## src/rtl/mac_pkg.sv

```systemverilog
`default_nettype none
// ============================================================================
// Module  : mac_pkg
// Brief   : Shared FSM encodings and default widths for mac_acc and its bench.
// Rev     : 1.0  initial release
// ============================================================================
package mac_pkg;

  localparam int MAC_WIDTH = 6;
  localparam int MAC_ACC_W = 16;
  localparam int MAC_CNT_W = 8;

  typedef enum logic [1:0] {
    ST_ACCUM = 2'd0,
    ST_DRAIN = 2'd1,
    ST_HOLD  = 2'd2
  } state_t;

endpackage
`default_nettype wire

```

## src/rtl/mul_top.sv

```systemverilog
`default_nettype none
// ============================================================================
// Module  : mul_top
// Brief   : Combinational signed multiplier, product modulo 2^(2*WIDTH).
// Rev     : 1.0  initial release
// ============================================================================
module mul_top #(
  parameter int WIDTH = 6
) (
  input  logic [WIDTH-1:0]   a,
  input  logic [WIDTH-1:0]   b,
  output logic [2*WIDTH-1:0] out
);

  logic signed [2*WIDTH-1:0] w_a_ext;
  logic signed [2*WIDTH-1:0] w_b_ext;

  assign w_a_ext = (2*WIDTH)'($signed(a));
  assign w_b_ext = (2*WIDTH)'($signed(b));
  assign out     = w_a_ext * w_b_ext;

endmodule
`default_nettype wire

```

## src/rtl/mac_acc.sv

```systemverilog
`default_nettype none
// ============================================================================
// Module  : mac_acc
// Brief   : Two-stage multiply-accumulate producing one dot product per vector.
// Rev     : 1.0  initial release
// ============================================================================
module mac_acc
  import mac_pkg::*;
#(
  parameter int WIDTH = MAC_WIDTH,
  parameter int ACC_W = MAC_ACC_W,
  parameter int CNT_W = MAC_CNT_W
) (
  input  logic             clk,
  input  logic             rst_n,
  input  logic             in_valid,
  output logic             in_ready,
  input  logic [WIDTH-1:0] in_a,
  input  logic [WIDTH-1:0] in_b,
  input  logic             in_last,
  output logic             out_valid,
  input  logic             out_ready,
  output logic [ACC_W-1:0] out_acc,
  output logic [CNT_W-1:0] out_cnt,
  output logic             out_ovf
);

  state_t r_state;
  state_t w_state_nxt;

  logic               r_s1_vld;
  logic               r_s1_last;
  logic [WIDTH-1:0]   r_s1_a;
  logic [WIDTH-1:0]   r_s1_b;
  logic               r_s2_vld;
  logic               r_s2_last;
  logic [2*WIDTH-1:0] r_s2_prod;
  logic [ACC_W-1:0]   r_acc;
  logic [CNT_W-1:0]   r_cnt;
  logic               r_ovf;

  logic               w_ready;
  logic               w_accept;
  logic               w_clear;
  logic [2*WIDTH-1:0] w_prod;
  logic [ACC_W-1:0]   w_addend;
  logic [ACC_W-1:0]   w_sum;
  logic               w_ovf;

  mul_top #(
    .WIDTH (WIDTH)
  ) u_mul (
    .a   (r_s1_a),
    .b   (r_s1_b),
    .out (w_prod)
  );

  // Reset is folded in so the stage never advertises ready while held in reset.
  assign in_ready = w_ready & rst_n;
  assign w_accept = in_valid & in_ready;
  assign w_clear  = (r_state == ST_HOLD) & out_ready;

  assign w_addend = ACC_W'($signed(r_s2_prod));
  assign w_sum    = r_acc + w_addend;
  assign w_ovf    = (r_acc[ACC_W-1] == w_addend[ACC_W-1]) &&
                    (w_sum[ACC_W-1] != r_acc[ACC_W-1]);

  always_ff @(posedge clk or negedge rst_n) begin
    if (!rst_n) begin
      r_state <= ST_ACCUM;
    end else begin
      r_state <= w_state_nxt;
    end
  end

  always_comb begin
    w_state_nxt = r_state;
    w_ready     = 1'b0;
    out_valid   = 1'b0;
    case (r_state)
      ST_ACCUM: begin
        w_ready = 1'b1;
        if (w_accept && in_last) begin
          w_state_nxt = ST_DRAIN;
        end
      end
      ST_DRAIN: begin
        if (r_s2_vld && r_s2_last) begin
          w_state_nxt = ST_HOLD;
        end
      end
      ST_HOLD: begin
        out_valid = 1'b1;
        if (out_ready) begin
          w_state_nxt = ST_ACCUM;
        end
      end
      default: begin
        w_state_nxt = ST_ACCUM;
      end
    endcase
  end

  always_ff @(posedge clk or negedge rst_n) begin
    if (!rst_n) begin
      r_s1_vld  <= 1'b0;
      r_s1_last <= 1'b0;
      r_s1_a    <= '0;
      r_s1_b    <= '0;
      r_s2_vld  <= 1'b0;
      r_s2_last <= 1'b0;
      r_s2_prod <= '0;
    end else begin
      r_s1_vld  <= w_accept;
      if (w_accept) begin
        r_s1_a    <= in_a;
        r_s1_b    <= in_b;
        r_s1_last <= in_last;
      end
      r_s2_vld  <= r_s1_vld;
      r_s2_last <= r_s1_vld & r_s1_last;
      r_s2_prod <= w_prod;
    end
  end

  always_ff @(posedge clk or negedge rst_n) begin
    if (!rst_n) begin
      r_acc <= '0;
      r_cnt <= '0;
      r_ovf <= 1'b0;
    end else if (w_clear) begin
      r_acc <= '0;
      r_cnt <= '0;
      r_ovf <= 1'b0;
    end else begin
      if (r_s2_vld) begin
        r_acc <= w_sum;
        r_ovf <= r_ovf | w_ovf;
      end
      if (w_accept) begin
        r_cnt <= r_cnt + CNT_W'(1);
      end
    end
  end

  assign out_acc = r_acc;
  assign out_cnt = r_cnt;
  assign out_ovf = r_ovf;

endmodule
`default_nettype wire

```

## config.mk

```make
export PLATFORM = sky130hd
export DESIGN_NAME = mac_acc
export DESIGN_NICKNAME = d
export VERILOG_FILES = /design/src/rtl/mac_pkg.sv /design/src/rtl/mul_top.sv /design/src/rtl/mac_acc.sv
export SDC_FILE = /design/constraint.sdc
export NUM_CORES = 1
export LEC_CHECK = 0
export ABC_CLOCK_PERIOD_IN_PS = 4800
export BUFFER_PORTS_ARGS = -buffer_cell sky130_fd_sc_hd__clkbuf_2
export CAP_MARGIN = 20
export CORE_UTILIZATION = 51
export DETAILED_ROUTE_END_ITERATION = 16
export GPL_TIMING_DRIVEN = 0
export PLACE_DENSITY = 0.76
export SYNTH_ARGS = -nofsm -noshare
export SYNTH_HDL_FRONTEND = slang
export SYNTH_SLANG_ARGS = --single-unit
export TNS_END_PERCENT = 20
```

## constraint.sdc

```tcl
create_clock -name clk -period 4.8 [get_ports clk]
set_input_delay 0.96 -clock clk [delete_from_list [all_inputs] [get_ports clk]]
set_output_delay 0.96 -clock clk [all_outputs]
set_load 0.005 [all_outputs]
```

After elaboration in Yosys (flattened, before gate mapping):

Index checks and enable logic that the tools add are counted.

* add/sub/neg operators: 2
* $mul: 1
* divide/modulo/power cells: 0
* $lt $le $gt $ge: 0
* equal/unequal tests: 7
* shift operators: 0
* muxes and demuxes: 12
* bitwise operators: 5
* reductions and logical operators: 7

Operator list (number)
* two-way mux 16 bit: 2
* adder 16 bit: 1
* two-way mux 8 bit: 2
* multiplier 6 x 6 -> 12 bit: 1
* adder 8 x 1 -> 8 bit (second input constant): 1
* two-way mux 2 bit: 3
* != test 2 bit (second input constant): 3
* case mux 2 bit (3 select lines): 1
* bitwise AND 1 bit: 4
* two-way mux 1 bit: 4
* nonzero test 2 bit: 2
* logical AND 1 bit: 3
* AND reduction 3 bit: 1
* equality test 2 x 1 -> 1 bit (second input constant): 1
* equality test 2 bit (second input constant): 1
* logical NOT 2 bit: 1
* equality test 1 bit: 1
* != test 1 bit: 1
* OR 1 bit: 1

* flip-flop bits (word level): 55
* bits in latches: 0
* bits in writable memories: 0
* bits in read-only memories: 0
* bits of input ports: 17
* output and inout port bits: 27
* logic and storage cells: 45
* memories: 0

Logic depth before layout (Yosys ltp):

* word-level depth: 7
* mapped depth: 15
* mapped depth without buffers: 15

Modules after synthesis:

Synthesis repeated with hierarchy kept, for this count alone.

* cell total of the unflattened synthesis: 409
* area, all modules: 4172.8 um2

Modules (own cells, without submodules)
* mac_acc: times used 1, cells each 259, area an instance 2829.0 um2, sequential area each 1376.3 um2
* mul_top: times used 1, cells each 150, area an instance 1343.8 um2, sequential area each 0.0 um2

Least setup slack after synthesis:

Ideal clock, no wire load.

* kind: reg2reg
* start point: register r_s1_a[0]
* end point: register r_s2_prod[11]
* library setup time: 134 ps
* data arrival time: 3919 ps
* required time: 4666 ps
* path slack: 747 ps
* stages on the path, launching flop included: 14
* buffers on the path: 0
* period minus slack after synthesis: 4053 ps
* cell sequence: dfrtp_1 -> nand2b_1 -> fa_1 -> fa_1 -> inv_1 -> fa_1 -> fa_1 -> ha_1 -> a21o_1 -> a21oi_1 -> nor2b_1 -> o21a_1 -> o41ai_1 -> xnor2_1

* cells in the longest elaborated chain, start to end: 1

Ends and longest elaborated chain
* from (decl): line mac_acc.sv:33 `logic [WIDTH-1:0] r_s1_a;`
* from (signal assigned): line mac_acc.sv:116 `r_s1_a <= in_a;`
* multiplier 6 x 6 -> 12 bit: line mul_top.sv:20 `assign out = w_a_ext * w_b_ext;`
* via u_mul.out[11]: line mul_top.sv:12 `output logic [2*WIDTH-1:0] out`
* to (signal assigned): line mac_acc.sv:122 `r_s2_prod <= w_prod;`
* to (decl): line mac_acc.sv:37 `logic [2*WIDTH-1:0] r_s2_prod;`

The timed path passes the listed nets, and every way through them passes these cells.
A chain may end at the register's enable or synchronous reset.

Worst setup path after layout:

* start point: register r_s1_b[5]
* end point: register r_s2_prod[11]

* cells in the longest elaborated chain, start to end: 1

Ends and longest elaborated chain
* from (decl): line mac_acc.sv:34 `logic [WIDTH-1:0] r_s1_b;`
* from (signal assigned): line mac_acc.sv:117 `r_s1_b <= in_b;`
* multiplier 6 x 6 -> 12 bit: line mul_top.sv:20
* via u_mul.out[11]: line mul_top.sv:12

The timed path passes the listed nets, and every way through them passes these cells.

==> flow_summary.json <==
{
  "synth_cell_types": 49,
  "ys.flop_type": "dfrtp_1",
  "cts_resized": 0,
  "met3_length_um": 307,
  "drive_gt1_share_pct": 17.4,
  "synthMuxAreaShare_pct": 5.08,
  "die_area_mm2": 0.00832,
  "synth-adder-area-share_pct": 24.7,
  "yosys.area.top_type_share_pct": 33.9,
  "crit_required_ns": 4.97,
  "initial_utilization_pct": 52.5,
  "top_layer": "met4",
  "cts_made_buffers": 5,
  "layout_common_cells": "55 x dfrtp_1, 44 x clkbuf_2, 37 x ha_1, 33 x inv_1, 28 x and2_1",
  "synth-edff-count": 0,
  "cts_num_sinks": 55,
  "gp_congestion": 0.846,
  "slew_headroom_pct": 59.6,
  "fmax_mhz": 234,
  "drc": 1,
  "synthTopCellsByArea": "dfrtp_1 34%, fa_1 13%, ha_1 11%",
  "syn_inst": 390,
  "clock_latency_ns": 0.31,
  "insertedDiodeCount": 0,
  "period_share_pct": 89.1,
  "pre_cts_slack_ns": 0.532,
  "min_path_type": "reg -> reg",
  "io_buffers": 43,
  "final_hold_viol_count": 0,
  "clkTransAtPathRegs_ns": 0.10,
  "post_cts_hold_buffer_count": 0,
  "area_growth_pct": 11.7,
  "synth_area_mm2": 0.00406,
  "violations": "design-rule violations",
  "crit_type": "reg -> reg",
  "setup_violations": 0,
  "worstMarginPinSlew_ns": 0.606,
  "layout.nets": 522,
  "grt_usage_pct": 18.6,
  "yosys.area_share.xor_xnor_pct": 5.61,
  "cp_max_fo": 8,
  "cts_setup_buffers": 0,
  "grt_pass1_wl_um": 12600,
  "syn_avg_cell_area_um2": 10.4,
  "wl_um": 7360,
  "rsz0062_at_grt": "no",
  "vias_per_cell": 5.47,
  "tritoncts": "built",
  "fin_tns_setup_ns": 0,
  "drv_cap": 0,
  "yosysTopAreaCell": "dfrtp_1",
  "dp_hpwl_um": 5910,
  "pin_count": 44,
  "final_common_cell": "dfrtp_1",
  "firstDrtPassIters": 10,
  "syn-num-nets": 471,
  "routedLengthMet1_um": 3300,
  "cts.htree.levels": 2,
  "synth-async-reset-ratio_pct": 100,
  "drtIter0Drc": 85,
  "synth-simple-area-share_pct": 15.9,
  "startpoint_type": "register",
  "antenna_found_initial": 0,
  "wl_per_cell_um": 13.5,
  "yosysWarnings": 0,
  "coreArea_mm2": 0.00773,
  "cp.arrival_ns": 4.44,
  "postRouteAntennaNets": 0,
  "row_count": 32,
  "fp.dieH_um": 91.2,
  "synth_compound_area_share_pct": 10.6,
  "num_vias": 2974,
  "min_period_ns": 4.28,
  "synth_top_family_by_area": "adder cells",
  "setup_ws_ns": 0.524,
  "grt_overflow_total": 0,
  "die_width_um": 91.2,
  "grt_max_degree": 39,
  "outcome": "finished with violations",
  "clockBufferDepth": 2,
  "clockRootBuffer": "clkbuf_8",
  "drv_slew": 0,
  "yosysSeqAreaShare_pct": 33.9,
  "grt_pass1_vias": 2866,
  "synth-seq-cells": 55,
  "cp-end-kind": "register",
  "finClkSkew_ns": 0.0226,
  "wl_met2_um": 3710
}
[sequential cells by signal (all words and copies together) (netlist names)]
signal     count
r_s2_prod     12
out_acc       16
r_s1_vld       1
r_s1_b         6
r_s1_last      1
r_s2_vld       1
r_s2_last      1
out_ovf        1
out_cnt        8
r_s1_a         6
r_state        2
[final timing paths]
kind                           start  cells past startpoint       endpoint  slack, ns
min                         r_s1_vld                      0       r_s2_vld       0.41
min in group asynchronous      rst_n                      1    out_acc[11]       0.59
max                        r_s1_b[5]                     13  r_s2_prod[11]       0.52
min reg2reg                 r_s1_vld                      0       r_s2_vld       0.41
max reg2reg                r_s1_b[5]                     13  r_s2_prod[11]       0.52
max in group asynchronous      rst_n                      2   r_s2_prod[0]       3.65
[stage by stage]
step,cell area [um2],util (%),hold slack [ns],cells
after floorplan,4060,-,0.347,390
after global placement,4400,57.0,0.375,535
after detailed placement,4420,57.2,0.387,536
after CTS,4530,58.7,0.412,544
after global routing,4530,58.7,0.418,544
final,4530,58.7,0.414,544
[final cells by class]
cell class / instances / area, um2
clock buffer: 6 / 72.6
fill: 661 / 3190
inverter: 33 / 124
tap: 102 / 128
timing repair buffer: 44 / 235
buffer: 10 / 47.5
clock inverter: 2 / 38.8
sequential: 55 / 1380
multi-input combinational: 292 / 2510
[logic make-up (layout without fill, tap and decap cells)]
family,Yosys count,after routing
mux,19,19
fa+ha+maj,64,64
simple gates,121,121
buf+inv,43,95
xor+xnor,26,26
compound gates,62,62
flops,55,55
[synthesized netlist by cell type (7+ instances only)]
cell type	n
dfrtp_1	55
ha_1	37
inv_1	33
and2_1	28
fa_1	27
nor2_1	27
nand2_1	20
xnor2_1	17
a21oi_1	16
mux2_2	13
nor2b_1	11
nand3_1	9
xor2_1	9
nor3_1	7
[layer usage]
layer / vias up / track usage, %
li1: 1430 / -
met1: 1454 / 24.2
met2: 84 / 32.9
met3: 6 / 3.18
met4: 0 / 3.17
met5: - / 0
[worst max-delay path: stages, from the launching register on]
cell      delay, ns
dfrtp_1        0.51
nand2b_1       0.14
fa_1           0.52
fa_1           0.54
inv_1          0.05
fa_1           0.56
fa_1           0.44
ha_1           0.31
a21o_1         0.18
a21oi_1        0.21
nor2b_1        0.07
o21a_1         0.18
o41ai_1        0.32
xnor2_1        0.12
Power is not shown: default switching activity piles up to over one toggle a cycle in this logic, so the estimate is an artifact.
